File: src/rtl/icache_direct_pkg.sv
// Shared pipeline definitions for the direct-mapped instruction cache:
// default geometry and FSM state encodings.
package icache_direct_pkg;

  localparam int ICACHE_LINES_DEF = 16;
  localparam int ICACHE_WORDS_DEF = 4;

  localparam logic [1:0] ST_IDLE   = 2'd0;
  localparam logic [1:0] ST_REFILL = 2'd1;
  localparam logic [1:0] ST_UPDATE = 2'd2;

endpackage

File: src/rtl/icache_tag_store.sv
// Valid bits and tags for the instruction cache: combinational lookup,
// single-line write, one-cycle invalidate of every line.
module icache_tag_store #(
  parameter int LINES = 16,
  parameter int TAG_W = 24,
  parameter int IDX_W = $clog2(LINES)
) (
  input  logic             Clk,
  input  logic             Rst,
  input  logic [IDX_W-1:0] lk_idx,
  input  logic [TAG_W-1:0] lk_tag,
  output logic             lk_hit,
  input  logic             wr_en,
  input  logic [IDX_W-1:0] wr_idx,
  input  logic [TAG_W-1:0] wr_tag,
  input  logic             inval_all
);

  logic [LINES-1:0] valid;
  logic [TAG_W-1:0] tags [LINES];

  assign lk_hit = valid[lk_idx] && (tags[lk_idx] == lk_tag);

  // Invalidate wins over a simultaneous line write.
  always_ff @(posedge Clk or negedge Rst) begin
    if (!Rst) begin
      valid <= '0;
    end else if (inval_all) begin
      valid <= '0;
    end else if (wr_en) begin
      valid[wr_idx] <= 1'b1;
    end
  end

  always_ff @(posedge Clk) begin
    if (wr_en) begin
      tags[wr_idx] <= wr_tag;
    end
  end

endmodule

File: src/rtl/icache_direct.sv
// Direct-mapped read-only instruction cache with blocking linear line refill.
// Define ICACHE_STATS_EN to add saturating hit/miss counters.
module icache_direct
  import icache_direct_pkg::*;
#(
  parameter int LINES  = ICACHE_LINES_DEF,
  parameter int WORDS  = ICACHE_WORDS_DEF,
  parameter int ADDR_W = 32
) (
  input  logic              Clk,
  input  logic              Rst,
  input  logic              i_req,
  input  logic [ADDR_W-1:0] i_addr,
  input  logic              i_flush,
  output logic [31:0]       o_instr,
  output logic              o_miss,
  output logic              o_mem_req,
  output logic [ADDR_W-1:0] o_mem_addr,
  input  logic              i_mem_ack,
  input  logic [31:0]       i_mem_data
`ifdef ICACHE_STATS_EN
  ,
  output logic [31:0]       o_hit_cnt,
  output logic [31:0]       o_miss_cnt
`endif
);

  localparam int OFF_B   = $clog2(WORDS);
  localparam int IDX_W   = $clog2(LINES);
  localparam int CNT_W   = (OFF_B > 0) ? OFF_B : 1;
  localparam int LINE_SH = 2 + OFF_B;
  localparam int TAG_SH  = LINE_SH + IDX_W;
  localparam int TAG_W   = ADDR_W - TAG_SH;

  logic [1:0]        state;
  logic [CNT_W-1:0]  cnt;
  logic              discard;
  logic [ADDR_W-1:0] line_base;
  logic [31:0]       data_mem [LINES][WORDS];

  logic [CNT_W-1:0]  cur_off;
  logic [IDX_W-1:0]  cur_idx;
  logic [TAG_W-1:0]  cur_tag;
  logic [IDX_W-1:0]  fill_idx;
  logic [TAG_W-1:0]  fill_tag;
  logic              tag_hit;
  logic              in_idle;
  logic              lookup_hit;
  logic              lookup_miss;
  logic              last_word;
  logic              tag_wr;

  assign cur_off  = (OFF_B == 0) ? '0 : CNT_W'(i_addr >> 2);
  assign cur_idx  = IDX_W'(i_addr >> LINE_SH);
  assign cur_tag  = TAG_W'(i_addr >> TAG_SH);
  assign fill_idx = IDX_W'(line_base >> LINE_SH);
  assign fill_tag = TAG_W'(line_base >> TAG_SH);

  assign in_idle     = (state == ST_IDLE);
  assign lookup_hit  = in_idle && i_req && tag_hit;
  assign lookup_miss = in_idle && i_req && !tag_hit;
  assign last_word   = (cnt == CNT_W'(WORDS - 1));
  assign tag_wr      = (state == ST_UPDATE) && !discard && !i_flush;

  assign o_miss     = in_idle ? lookup_miss : 1'b1;
  assign o_instr    = lookup_hit ? data_mem[cur_idx][cur_off] : 32'd0;
  assign o_mem_req  = (state == ST_REFILL);
  assign o_mem_addr = o_mem_req ? (line_base + (ADDR_W'(cnt) << 2)) : '0;

  icache_tag_store #(
    .LINES (LINES),
    .TAG_W (TAG_W),
    .IDX_W (IDX_W)
  ) u_tags (
    .Clk       (Clk),
    .Rst       (Rst),
    .lk_idx    (cur_idx),
    .lk_tag    (cur_tag),
    .lk_hit    (tag_hit),
    .wr_en     (tag_wr),
    .wr_idx    (fill_idx),
    .wr_tag    (fill_tag),
    .inval_all (i_flush)
  );

  // A flush during refill only marks the line as discarded; the handshake
  // still runs to the last word so memory never sees a dropped request.
  always_ff @(posedge Clk or negedge Rst) begin
    if (!Rst) begin
      state     <= ST_IDLE;
      cnt       <= '0;
      discard   <= 1'b0;
      line_base <= '0;
    end else begin
      case (state)
        ST_IDLE: begin
          if (lookup_miss) begin
            line_base <= (i_addr >> LINE_SH) << LINE_SH;
            cnt       <= '0;
            state     <= ST_REFILL;
          end
        end
        ST_REFILL: begin
          if (i_flush) begin
            discard <= 1'b1;
          end
          if (i_mem_ack) begin
            if (last_word) begin
              cnt   <= '0;
              state <= ST_UPDATE;
            end else begin
              cnt <= cnt + 1'b1;
            end
          end
        end
        ST_UPDATE: begin
          discard <= 1'b0;
          state   <= ST_IDLE;
        end
        default: state <= ST_IDLE;
      endcase
    end
  end

  always_ff @(posedge Clk) begin
    if (o_mem_req && i_mem_ack) begin
      data_mem[fill_idx][cnt] <= i_mem_data;
    end
  end

`ifdef ICACHE_STATS_EN
  always_ff @(posedge Clk or negedge Rst) begin
    if (!Rst) begin
      o_hit_cnt  <= '0;
      o_miss_cnt <= '0;
    end else begin
      if (lookup_hit && (o_hit_cnt != 32'hFFFF_FFFF)) begin
        o_hit_cnt <= o_hit_cnt + 32'd1;
      end
      if (lookup_miss && (o_miss_cnt != 32'hFFFF_FFFF)) begin
        o_miss_cnt <= o_miss_cnt + 32'd1;
      end
    end
  end
`endif

endmodule

File: config.mk
export PLATFORM = sky130hd
export DESIGN_NAME = icache_direct
export DESIGN_NICKNAME = d
export VERILOG_FILES = /design/src/rtl/icache_direct_pkg.sv /design/src/rtl/icache_tag_store.sv /design/src/rtl/icache_direct.sv
export SDC_FILE = /design/constraint.sdc
export NUM_CORES = 2
export LEC_CHECK = 0
export CAP_MARGIN = 20
export CORE_MARGIN = 1.5
export CORE_UTILIZATION = 35
export DETAILED_ROUTE_END_ITERATION = 10
export MAX_ROUTING_LAYER = met4
export PLACE_DENSITY = 0.56
export RECOVER_POWER = 50
export SETUP_SLACK_MARGIN = 0.02
export SLEW_MARGIN = 15
export SYNTH_ARGS = -nofsm -noshare
export SYNTH_HDL_FRONTEND = slang
export SYNTH_SLANG_ARGS = --single-unit
File: constraint.sdc
create_clock -name Clk -period 7.5 [get_ports Clk]
set_clock_uncertainty 0.05 [all_clocks]
set_input_delay 1.5 -clock Clk [delete_from_list [all_inputs] [get_ports Clk]]
set_output_delay 1.5 -clock Clk [all_outputs]
set_load 0.02 [all_outputs]
# Word-level counts from Yosys, hierarchy flattened

Memory sizes are Yosys's and may differ from the RTL's.
Cells that the tools add are included.

RAM bits: 2,432
Output and inout bits: 66
Flip-flop bits (word level): 49
Logic and storage cells: 74
Memories kept: 2

$lt $le $gt $ge: 6
Muxes and demuxes: 28
Eq/ne operators: 8
Add/subtract/negate cells: 2
Bitwise logic cells: 3
Reductions and logical operators: 20

Memory list:

| memory      | words | bits a word | rd ports | clocked after Yosys merged registers in | write ports | RTL line               | text |
|---|---|---|---|---|---|---|---|
| data_mem    | 16    | 128         | 1        | 0                                       | 1           | icache_direct.sv:39    | `logic [31:0] data_mem [LINES][WORDS];` |
| u_tags.tags | 16    | 24          | 1        | 0                                       | 1           | icache_tag_store.sv:20 | `logic [TAG_W-1:0] tags [LINES];` |

Operators with widths:

| kind                                                  | count |
|---|---|
| two-way mux 32 bit                                    | 5 |
| two-way mux 128 bit                                   | 1 |
| binary-select mux 32 bit (select 2 bit)               | 1 |
| demux 32 bit (select 2 bit)                           | 1 |
| adder 32 x 4 -> 32 bit                                | 1 |
| two-way mux 16 bit                                    | 2 |
| == test 24 bit                                        | 1 |
| OR 16 bit                                             | 1 |
| two-way mux 2 bit                                     | 6 |
| < comparator 4 x 5 -> 1 bit, second input constant    | 2 |
| logical AND 1 bit                                     | 9 |
| one-hot mux 2 bit (2 select lines)                    | 2 |
| two-way mux 1 bit                                     | 7 |
| >= comparator 3 bit, second input constant            | 2 |
| inequality test 2 x 1 -> 1 bit, second input constant | 3 |
| NOT 2 -> 3 bit                                        | 2 |
| AND reduction 3 bit                                   | 2 |
| nonzero test 2 bit                                    | 3 |
| binary-select mux 1 bit (select 4 bit)                | 1 |
| demux 1 bit (select 4 bit)                            | 1 |
| == test 2 bit, second input constant                  | 2 |
| >= comparator 4 x 1 -> 1 bit, second input constant   | 1 |
| AND reduction 2 bit                                   | 2 |
| zero test 1 bit                                       | 3 |
| other kinds (6)                                       | 6 |

# Longest topological paths before layout

Word-level depth: 7
Gate-level depth with buffers: 15

# Hierarchy

Synthesis repeated with hierarchy kept, for this count alone.

Cell total of the unflattened synthesis: 4,257
Area total of the unflattened synthesis: 96,053.4 sq um

Modules (own cells, without submodules):

| module           | times used | cells each | area an instance (sq um) | sequential area each (sq um) |
|---|---|---|---|---|
| icache_direct    | 1          | 3,467      | 80,004.2                 | 62,324.8 |
| icache_tag_store | 1          | 790        | 16,049.1                 | 11,931.4 |

# Worst setup path before layout

Ideal clock, no wire load.

Kind: input port to output port
From: in i_addr[4]
To: out o_instr[12]
Stages on the path: 10
Arrival time: 4,650 ps
Path slack: 1,300 ps
Data required time: 5,950 ps
Buffers on the path: 6
Cell sequence: buf_2 -> buf_4 -> buf_4 -> buf_2 -> buf_2 -> buf_1 -> mux4_2 -> mux4_2 -> mux4_2 -> nor3b_2

Word-level cells in the longest chain between the ends: 5
Elaborated cells on any way between the ends: 11

RTL lines:

| element                                                        | RTL line                                    | text |
|---|---|---|
| start: declaration                                             | icache_direct.sv:13                         | `input logic [ADDR_W-1:0] i_addr,` |
| memory (16 x 24 bit) (tied with other cells)                   | --                                          |  |
| == test 24 bit (tied with other cells)                         | icache_tag_store.sv:22                      | `assign lk_hit = valid[lk_idx] && (tags[lk_idx] == lk_tag);` |
| logical AND 1 bit / two-way mux 32 bit (equally long branches) | icache_tag_store.sv:22, icache_direct.sv:66 |  |
| logical AND 1 bit / two-way mux 32 bit (equally long branches) | icache_direct.sv:60, icache_direct.sv:66    |  |
| two-way mux 32 bit (*)                                         | icache_direct.sv:66                         | `assign o_instr = lookup_hit ? data_mem[cur_idx][cur_off] : 32'd0;` |
| end: declaration                                               | icache_direct.sv:15                         | `output logic [31:0] o_instr,` |

Mark *: on every way between the ends. The rest lies on a longest branch, timed or not. The select of a mux whose other input is x is not followed.

# Worst setup path after layout

From: in i_addr[5]
To: out o_instr[31]

The elaborated chain is that of the path after synthesis.

==> metrics <==
status=finished with violations; failing checks=capacitance limit, slew limit; Final Setup Violations=0; Die Y=528.0 um; Setup CP Type=input port to output port; register area=74260 sq um; Synth Cell Area=96470 sq um; drt first-iter violations=5523; unrepaired setup endpoints after global routing=false; Die Area=278800 sq um; Clk Latency, worst-skew pair=0.91 ns; fin cells=8248; DIE WIDTH=528.0 um; Post-Syn Instances=4121; YS warnings=0; Final ANT Viol Nets=0; Placed Cells=7790; fin. max-slew vios=1656; hold_ws=0.4707 ns; layer with the highest usage=met2; most frequent cells in the layout=2432 x edfxtp_1, 745 x mux4_2, 247 x clkbuf_16, 172 x buf_4, 98 x clkbuf_1; Via density=5.519; Hold-fix buffers, CTS=0; I/O Buffers=130; setup TNS=0 ns; Startpoint Class=input port; share of cells above drive strength 1=30.45%; core area=273900 sq um; Clock Sink Count=2481; routed vias=45520; fmax=0.1381 GHz; H-tree Lvls=4; pin count of the biggest net entering global routing=133; Min-Delay Path Depth=2; Unique masters post-synth=63; area of the multi-input gates=21540 sq um; Peak supply drop=0.2135 mV; ys flop type=edfxtp_1; Overflow after GRT=0; # IOs=135; crit path capture type=output port; post-layout min period=7.241 ns; pwr dens=277.2 nW/um^2; Max clock buf depth=4; first-pass GRT wire length=356700 um; Fin. Hold Viols=0; vias in the first global route=46050; CP arrival=5.69 ns; Post-synth EDFFs=2432; Syn Area/Cell=23.41 sq um; fillers=23910; Worst-path clk slew=0.06 ns; drt wl/cell=30.96 um; worst hold path class=register to register; root buffer cell=clkbuf_16; Final period util=96.55%; Max FO, Critical Path=33; utilization after layout=40.59%; Req. time, crit path=5.95 ns; met2 Use GR=29.28%; Synth async-reset ratio=1.975%; met1 Use GR=25.71%; Lkg Pwr=34.14 nW; Slew HR=-118.7%; starting density of the core=35.23%; P&R area growth vs syn=15.22%; DRC Markers=0; final net count=4538; DP HPWL=145800 um; worst-margin pin slew=3.280 ns; register area share after synthesis=76.97%; Num CTS Buffers=244; routability congestion estimate from global placement=0.7900; FF-to-FF path depth=6; CTS tree=done; #FFs+latches synth=2481; postcts setup bufs=0; initial antenna violation count=32; Total GRT Usage=18.64%; Max Cap Viol=29; number of cell rows=192; post_cts resized=0; total wire length=255400 um; TritonRoute pass-1 iters=5; leading cell type in the layout, fill and taps excluded=edfxtp_1; met3 Usage GRT=2.805%
## sequential cells by signal (all words and copies together) (netlist names)
name and cells:
state 2, line_base 28, data_mem 2048, discard 1, cnt 2, u_tags.valid 16
u_tags.tags 384
## cells in the mapped netlist, types with 4 or more instances
cell type | count | area, sq um
nand4_1 | 31 | 193.9
buf_2 | 65 | 325.3
nor2_1 | 134 | 503.0
o22ai_1 | 26 | 162.7
o21ai_0 | 10 | 50.05
xnor2_1 | 14 | 122.6
inv_1 | 52 | 195.2
buf_6 | 6 | 67.56
clkbuf_1 | 107 | 401.6
o211ai_1 | 32 | 240.2
buf_4 | 14 | 105.1
a22oi_1 | 11 | 82.58
nor3b_2 | 30 | 375.4
nand3_1 | 13 | 65.06
mux2i_1 | 67 | 670.6
ha_1 | 4 | 50.05
o31ai_1 | 30 | 225.2
and3_1 | 26 | 162.7
dfrtp_1 | 49 | 1226
buf_1 | 47 | 176.4
edfxtp_1 | 2432 | 73030
o221ai_1 | 4 | 35.03
nand2b_1 | 4 | 25.02
xor2_1 | 9 | 78.83
nand2_1 | 30 | 112.6
a21oi_1 | 9 | 45.04
nor2b_1 | 10 | 62.56
mux2_2 | 21 | 236.5
a22o_1 | 5 | 43.79
and2_1 | 32 | 200.2
mux4_2 | 745 | 16780
## worst paths after layout
check	to	slack, ns	from
max in group asynchronous	u_tags.valid[11]	3.74	Rst
worst max-delay path	o_instr[31]	0.26	i_addr[5]
min in group asynchronous	line_base[31]	1.71	Rst
worst min register to register	discard	0.47	discard
worst max register to register	data_mem[3][41]	3.48	state[0]
worst min-delay path	discard	0.47	discard
## where the power goes
part	switching [W]	internal, W	leakage (nW)
combinational	0.00170	0.000966	7.92
sequential	0.000388	0.0159	22.5
clock	0.00514	0.00674	3.70
## stage by stage
| stage | setup WS [ns] | power, W | cell area, sq um |
|---|---|---|---|
| after global routing | 0.06142 | 0.03172 | 111100 |
| after detailed placement | 0.2416 | 0.01924 | 103500 |
| after global placement | 0.2151 | 0.01916 | 103200 |
| after CTS | 0.2386 | 0.03105 | 111100 |
| after floorplan | 1.300 | 0.01778 | 96480 |
| final | 0.2590 | 0.03081 | 111200 |
## critical path, stage by stage
cell             delay (ns)
buf_8                  0.23
buf_4                  0.60
mux4_2                 0.44
a22oi_1                0.20
nand2_1                0.11
xnor2_1                0.17
o211ai_1               0.19
or3_1                  0.49
or4_4                  0.78
nor3b_1                0.28
clkdlybuf4s50_1        0.64
## cell type report
type / instances / area share [%]
diodes: 5 / 0.01126
clock buffers: 295 / 5.723
clock inverters: 140 / 1.114
inverters: 53 / 0.1790
multi-input cells: 1349 / 19.38
flip-flops and latches: 2481 / 66.81
well taps: 3589 / 4.040
repair buffers: 336 / 2.750
## cells by family after synthesis
family	Yosys count	share of synthesized area, %
buffers and inverters	292	1.322
muxes	833	18.33
xor gates and xnor gates	23	0.2088
AOI/OAI and AO/OA	157	1.193
other	1	0.003887
and+or+nand+nor	330	1.916
DFF	2481	76.97
adders and majority gates	4	0.05188
## per-layer routing
metal,vias up,wire (um)
li1,18360,-
met1,25120,108200
met2,1698,124000
met3,335,17740
met4,0,5458
met5,-,0
Power figures use the tool's default switching activity.
